==> config.mk <==
export PLATFORM = sky130hd
export DESIGN_NAME = pipelined_cla_adder
export DESIGN_NICKNAME = d
export VERILOG_FILES = /design/src/rtl/pipelined_cla_adder.sv
export SDC_FILE = /design/constraint.sdc
export NUM_CORES = 1
export LEC_CHECK = 0
export BUFFER_PORTS_ARGS = -buffer_cell sky130_fd_sc_hd__buf_2
export CAP_MARGIN = 20
export CORE_UTILIZATION = 45
export CTS_BUF_LIST = sky130_fd_sc_hd__clkbuf_4 sky130_fd_sc_hd__clkbuf_8 sky130_fd_sc_hd__clkbuf_16
export DETAILED_ROUTE_END_ITERATION = 10
export SKIP_LAST_GASP = 1
export SLEW_MARGIN = 40
export SYNTH_ARGS = -nofsm -noshare
export SYNTH_HDL_FRONTEND = slang
export SYNTH_SLANG_ARGS = --single-unit
==> constraint.sdc <==
create_clock -name Clock -period 2.7 [get_ports Clock]
set_clock_uncertainty 0.05 [all_clocks]
set_input_delay 0.135 -clock Clock [delete_from_list [all_inputs] [get_ports Clock]]
set_output_delay 0.135 -clock Clock [all_outputs]
set_load 0.02 [all_outputs]
==> src/rtl/pipelined_cla_adder.sv <==
// Pipelined carry-lookahead adder/subtractor. One GROUP-bit lookahead slice per stage,
// with the inter-slice carry and unconsumed operand bits registered between stages.
module pipelined_cla_adder #(
  parameter int unsigned WIDTH = 32,
  parameter int unsigned GROUP = 8
) (
  input  logic             Clock,
  input  logic             Resetn,
  input  logic             InValid,
  output logic             InReady,
  input  logic [WIDTH-1:0] A,
  input  logic [WIDTH-1:0] B,
  input  logic             Carryin,
  input  logic             Sub,
  output logic             OutValid,
  input  logic             OutReady,
  output logic [WIDTH-1:0] Sum,
  output logic             Carryout,
  output logic             Overflow,
  output logic             Zero
);

  localparam int unsigned NSTAGE = WIDTH / GROUP;

  // Flat two-level lookahead: c[i+1] = OR over j of (gx[j] & p[j..i]), gx = {g, cin}.
  function automatic logic [GROUP:0] cla_carries(input logic [GROUP-1:0] a,
                                                 input logic [GROUP-1:0] b,
                                                 input logic             cin);
    logic [GROUP-1:0] g;
    logic [GROUP-1:0] p;
    logic [GROUP:0]   gx;
    logic [GROUP:0]   c;
    logic             term;
    g    = a & b;
    p    = a | b;
    gx   = {g, cin};
    c    = '0;
    c[0] = cin;
    for (int i = 0; i < int'(GROUP); i++) begin
      for (int j = 0; j <= i + 1; j++) begin
        term = gx[j];
        for (int k = j; k <= i; k++) begin
          term = term & p[k];
        end
        c[i+1] = c[i+1] | term;
      end
    end
    return c;
  endfunction

  logic             advance;
  logic [WIDTH-1:0] b_eff;
  logic             cin0;
  logic             overflow_q;
  logic             zero_q;

  assign advance = ~OutValid | OutReady;
  assign InReady = advance;
  assign b_eff   = Sub ? ~B : B;
  assign cin0    = Sub | Carryin;

  for (genvar k = 0; k < NSTAGE; k++) begin : g_stage
    localparam int unsigned SW = (k + 1) * GROUP;

    logic [GROUP-1:0] a_sl;
    logic [GROUP-1:0] b_sl;
    logic             cin_sl;
    logic             valid_in;
    logic [GROUP:0]   c;
    logic [GROUP-1:0] s;
    logic [SW-1:0]    sum_d;
    logic [SW-1:0]    sum_q;
    logic             valid_q;
    logic             carry_q;

    if (k == 0) begin : g_src
      assign a_sl     = A[GROUP-1:0];
      assign b_sl     = b_eff[GROUP-1:0];
      assign cin_sl   = cin0;
      assign valid_in = InValid;
      assign sum_d    = s;
    end else begin : g_src
      assign a_sl     = g_stage[k-1].g_pass.a_q[GROUP-1:0];
      assign b_sl     = g_stage[k-1].g_pass.b_q[GROUP-1:0];
      assign cin_sl   = g_stage[k-1].carry_q;
      assign valid_in = g_stage[k-1].valid_q;
      assign sum_d    = {s, g_stage[k-1].sum_q};
    end

    assign c = cla_carries(a_sl, b_sl, cin_sl);
    assign s = a_sl ^ b_sl ^ c[GROUP-1:0];

    always_ff @(posedge Clock or negedge Resetn) begin
      if (!Resetn) begin
        valid_q <= 1'b0;
        sum_q   <= '0;
        carry_q <= 1'b0;
      end else if (advance) begin
        valid_q <= valid_in;
        sum_q   <= sum_d;
        carry_q <= c[GROUP];
      end
    end

    // Upper operand bits still waiting for their slice; B is already conditionally inverted.
    if (k < NSTAGE - 1) begin : g_pass
      localparam int unsigned REM = WIDTH - SW;
      logic [REM-1:0] a_d;
      logic [REM-1:0] b_d;
      logic [REM-1:0] a_q;
      logic [REM-1:0] b_q;

      if (k == 0) begin : g_in
        assign a_d = A[WIDTH-1:GROUP];
        assign b_d = b_eff[WIDTH-1:GROUP];
      end else begin : g_in
        assign a_d = g_stage[k-1].g_pass.a_q[REM+GROUP-1:GROUP];
        assign b_d = g_stage[k-1].g_pass.b_q[REM+GROUP-1:GROUP];
      end

      always_ff @(posedge Clock or negedge Resetn) begin
        if (!Resetn) begin
          a_q <= '0;
          b_q <= '0;
        end else if (advance) begin
          a_q <= a_d;
          b_q <= b_d;
        end
      end
    end

    if (k == NSTAGE - 1) begin : g_flags
      always_ff @(posedge Clock or negedge Resetn) begin
        if (!Resetn) begin
          overflow_q <= 1'b0;
          zero_q     <= 1'b0;
        end else if (advance) begin
          overflow_q <= c[GROUP-1] ^ c[GROUP];
          zero_q     <= ~|sum_d;
        end
      end
    end
  end

  assign OutValid = g_stage[NSTAGE-1].valid_q;
  assign Sum      = g_stage[NSTAGE-1].sum_q;
  assign Carryout = g_stage[NSTAGE-1].carry_q;
  assign Overflow = overflow_q;
  assign Zero     = zero_q;

endmodule

==> results.md <==
- The final reports fail on hold timing.
- The residual antenna-violating net count after detailed routing is 0.
- Across all hold checks on the routed design, the worst slack comes to -4.65 ps.
- Before antenna repair, the detailed router went through 6 iterations.
- The via count of the first global-routing pass came to 5944.
- The post-place instance area is 0.00972 sq mm.
- The sequential cells in the finished layout cover a total of 0.00465 sq mm.
- The total power after layout is 0.0118 W.
- Measured against the total synthesized area, the mux share comes to 0.112%.
- Post-CTS timing repair inserted 0 buffers for setup.
- In this run, the clock network consumes 21.0% of the power.
- In this run the critical register-to-register path is launched from g_stage[2].g_pass.a_q[0].
- The endpoint type of the worst setup path is a register.
- TritonCTS built the clock tree.
- Setup violations remaining at the end of the flow were counted as 0.
- The portion of the clock cycle consumed by the worst path in the final layout is 80.2%.
- The critical-path maximum fanout is 3.
- The global-route wire length before repair is 28.7 mm.
- The number of buffers inserted during clock tree synthesis is 17.
- The dominant cell type by area after synthesis is sky130_fd_sc_hd__dfrtp_1.
- The worst hold path begins at B[30].
- No sink is reached through more buffers than the 2 on the longest clock path.
- The register bit count reported by yosys is 186.
- Relative to the synthesized area, the layout overhead comes to 21.1%.
- 0 antenna diodes ended up in the layout.
- The total number of vias is 6330.
- The clock latency reported for the late side of the worst-skew pair is 430 ps.
- The sequential power share is 40.8%.
- Summing all non-filler instances in the final layout gives an area of 0.0108 sq mm.
- The proportion of synthesized chip area in sequential cells is 52.3%.
- In the final timing run, aggregate negative setup slack is 0 ps.
- The category of the worst setup path launch point is a register.
- The number of instances in the placed design is 1316.
- The final routed wirelength across all metal layers is 16.9 mm.
- The placement-stage worst setup slack is 520 ps.
- The most used flip-flop cell after synthesis is sky130_fd_sc_hd__dfrtp_1.
- The count of final hold-check violations is 1.
- The proportion of total power due to net switching is 37.8%.
- For the worst setup path, the data required time is 2970 ps.
- In the synthesized netlist the async set-or-reset flop fraction comes to 100%.
- The class of the most critical hold timing path is in -> reg.
- The tree is rooted in a sky130_fd_sc_hd__clkbuf_16.
- Across the VDD grid, the largest voltage drop is 0.476 mV.
- The number of pins with negative max-slew slack in the final report is 0.
- The slowest cell on the critical path is sky130_fd_sc_hd__dfrtp_1.
- The path type of the worst setup path is reg -> reg.
- Traced cell by cell, the critical path runs through ha_1 -> nor2_2 -> a221oi_2 -> o41a_1 -> a221o_2 -> xnor2_2 -> a32o_1.
- The fraction of power consumed by combinational cells is 38.2%.
- The internal power of the cells totals 0.00732 W.
- The count of different cell masters after synthesis is 38.
- The initial utilization of the core area, before any placement, comes to 45.9%.
- Setup slack closes at 536 ps.
- When the netlist entered floorplanning its net count stood at 1118.
- The wire length per cell is 12.1 um.
- The basic-gate share of the synthesized area counting and, or, nand and nor cells is 17.9%.
- Across the run, the number of max-cap violations was 0.
- Yosys mapped a number of flops with a built-in enable equal to 0.
- The transition time of the tightest slew-check pin is 601 ps.
- The most common cell in the synthesized netlist is sky130_fd_sc_hd__nand2_1.
- For this design the ratio of total power to cell area is 1090 mW/mm^2.
- In this run, the number of DRC markers left after iteration 0 of detailed routing was 311.
- The placement row count is 51.
- The Yosys step of the flow raised 0 warnings.
- The wire-length estimate of the detail-placed layout is 11.3 mm.
- The core area is 0.0194 sq mm.
- The total area of multi-input combinational cells is 0.00378 sq mm.
- The non-filler instance count after layout is 1394.
- Of the total synthesized cell area, the portion taken by XOR and XNOR cells is 5.69%.
- The register clock-pin slew on the reported worst setup and hold paths is 70 ps.
- The biggest cell delay along the critical path is 410 ps.
- After Yosys synthesis, full adders, half adders and majority gates account for 9.90% of the synthesized area.
- Counting instances in the post-synthesis netlist gives the leading cell types as sky130_fd_sc_hd__nand2_1 (334), sky130_fd_sc_hd__dfrtp_1 (186), sky130_fd_sc_hd__inv_1 (79).
- The area share of the leading cell type in the synthesized netlist is 52.3%.
- By area the synthesized netlist is led by sky130_fd_sc_hd__dfrtp_1 (52%), sky130_fd_sc_hd__nand2_1 (14%), sky130_fd_sc_hd__ha_1 (9.0%).
- Summed over all layers, the global routing overflow is 0.
- The flow ran to the end, but the final reports show violations.
- The die outline area is 0.0203 sq mm.
- The synthesized cell area is 0.00890 sq mm.
- The post-route minimum period is 2160 ps.
- Entering global routing, the biggest net connects 142 pins.
- The total of buffers placed on input and output ports is 106.
- The H-tree level count is 4.
- By area, the combinational part of the netlist is dominated by simple AND/OR/NAND/NOR gates.
- The initial antenna violation count is 0.
- The all-layer global routing usage is 17.9%.
- The mean post-synth cell area is 9.08 sq um.
- The maximum achievable frequency is 462 MHz.
- The horizontal extent of the die is 143 um.
- The normalized max-slew margin is 59.9%.
- In the routed design, unresolved DRC markers number 0.
- The layout has 1829 filler cells.
- Routability-driven placement finished with a final weighted congestion of 0.786.
- Synthesis produced 980 cells.
- The synthesized netlist devotes 8.84% of its cell area to compound gates.
- The tree built by TritonCTS fans out to 186 sinks.
- Setup repair after global routing left no endpoint under its margin.
- Tracing the worst setup path back leads to its startpoint at g_stage[2].g_pass.a_q[0].
- Dividing the detail-routed via count by the number of cells gives 4.54.
- The number of nets in the layout is 1255.
- The net switching power is 0.00444 W.
- The floorplan step set the die height to 143 um.
- In the final layout, the share of cells above drive strength 1 is 13.6%.
- The leakage dissipation is 5.53 nW.
- The arrival time at the worst endpoint is 2430 ps.
- The I/O pin total is 107.
## state kept, by name, indices dropped and copies added, names as in the netlist
signal              count
OutValid                1
Sum                    32
g_stage.g_pass.a_q     48
Carryout                1
g_stage.valid_q         3
g_stage.g_pass.b_q     48
Zero                    1
g_stage.carry_q         3
g_stage.sum_q          48
Overflow                1
## metrics by stage
stage	util [%]	hold WS, ps
floorplan	-	-211
global placement	50.1	146
detailed placement	50.1	148
CTS	55.6	0.143
global route	55.6	6.28
finish	55.6	-4.65
## metal layers
layer	track usage, %	part of all wire, %	vias to the layer above
met3	3.29	2.6	18
met5	0	0	-
met2	26.8	43	84
li1	-	-	3349
met1	26.1	53	2879
met4	5.60	1.3	0
## worst paths after layout
| kind | endpoint | slack (ps) | cells after the start |
|---|---|---|---|
| max | Zero | 540 | 7 |
| min | g_stage[0].g_pass.b_q[22] | -5 | 3 |
| max reg2reg | Zero | 540 | 7 |
| min reg2reg | OutValid | 410 | 1 |
| max in group asynchronous | g_stage[1].sum_q[6] | 1560 | 3 |
| min in group asynchronous | g_stage[0].g_pass.a_q[20] | 220 | 2 |
## area by class of cell
class | instances | area share, %
clock buffer | 23 | 4.54
inverter | 79 | 2.80
timing repair buffer | 163 | 10.4
sequential | 186 | 43.2
multi-input combinational | 670 | 35.1
clock inverter | 8 | 0.871
tap | 265 | 3.08
## cell families (layout without fill, tap and decap cells)
group	after synthesis	after routing
AOI/OAI and AO/OA	140	140
and+or+nand+nor	404	404
buffers and inverters	124	273
adders and majority gates	68	68
muxes	1	1
DFF	186	186
xor gates and xnor gates	57	57
## cells in the final DEF (no fill, tap or decap), types with 25 or more instances in the layout
cell	count
sky130_fd_sc_hd__nand2_1	334
sky130_fd_sc_hd__ha_1	64
sky130_fd_sc_hd__o21ai_0	77
sky130_fd_sc_hd__xnor2_1	31
sky130_fd_sc_hd__dlygate4sd3_1	47
sky130_fd_sc_hd__inv_1	78
sky130_fd_sc_hd__dfrtp_1	186
sky130_fd_sc_hd__nor2_1	37
sky130_fd_sc_hd__a21oi_1	37
sky130_fd_sc_hd__buf_2	105
sky130_fd_sc_hd__xor2_1	25
## power by group through the flow
stage	combinational, W	clock, W	sequential (W)
floorplan	0.00306	0	0.00498
global placement	0.00440	0	0.00482
detailed placement	0.00447	0	0.00486
CTS	0.00457	0.00253	0.00481
global route	0.00518	0.00263	0.00497
finish	0.00449	0.00246	0.00480
## what timing repair did
item,CTS,global route
hold buffers,47,0
resized for setup,0,0
hold endpoints to repair,115,0
## critical path: cells and delay by family, from the launching register on
kind                       cells  cell delay, ps
AOI/OAI and AO/OA              4            1100
DFF                            1             410
adders and majority gates      1             230
xor gates and xnor gates       1             150
and+or+nand+nor                1             120
Power figures use the tool's default switching activity.
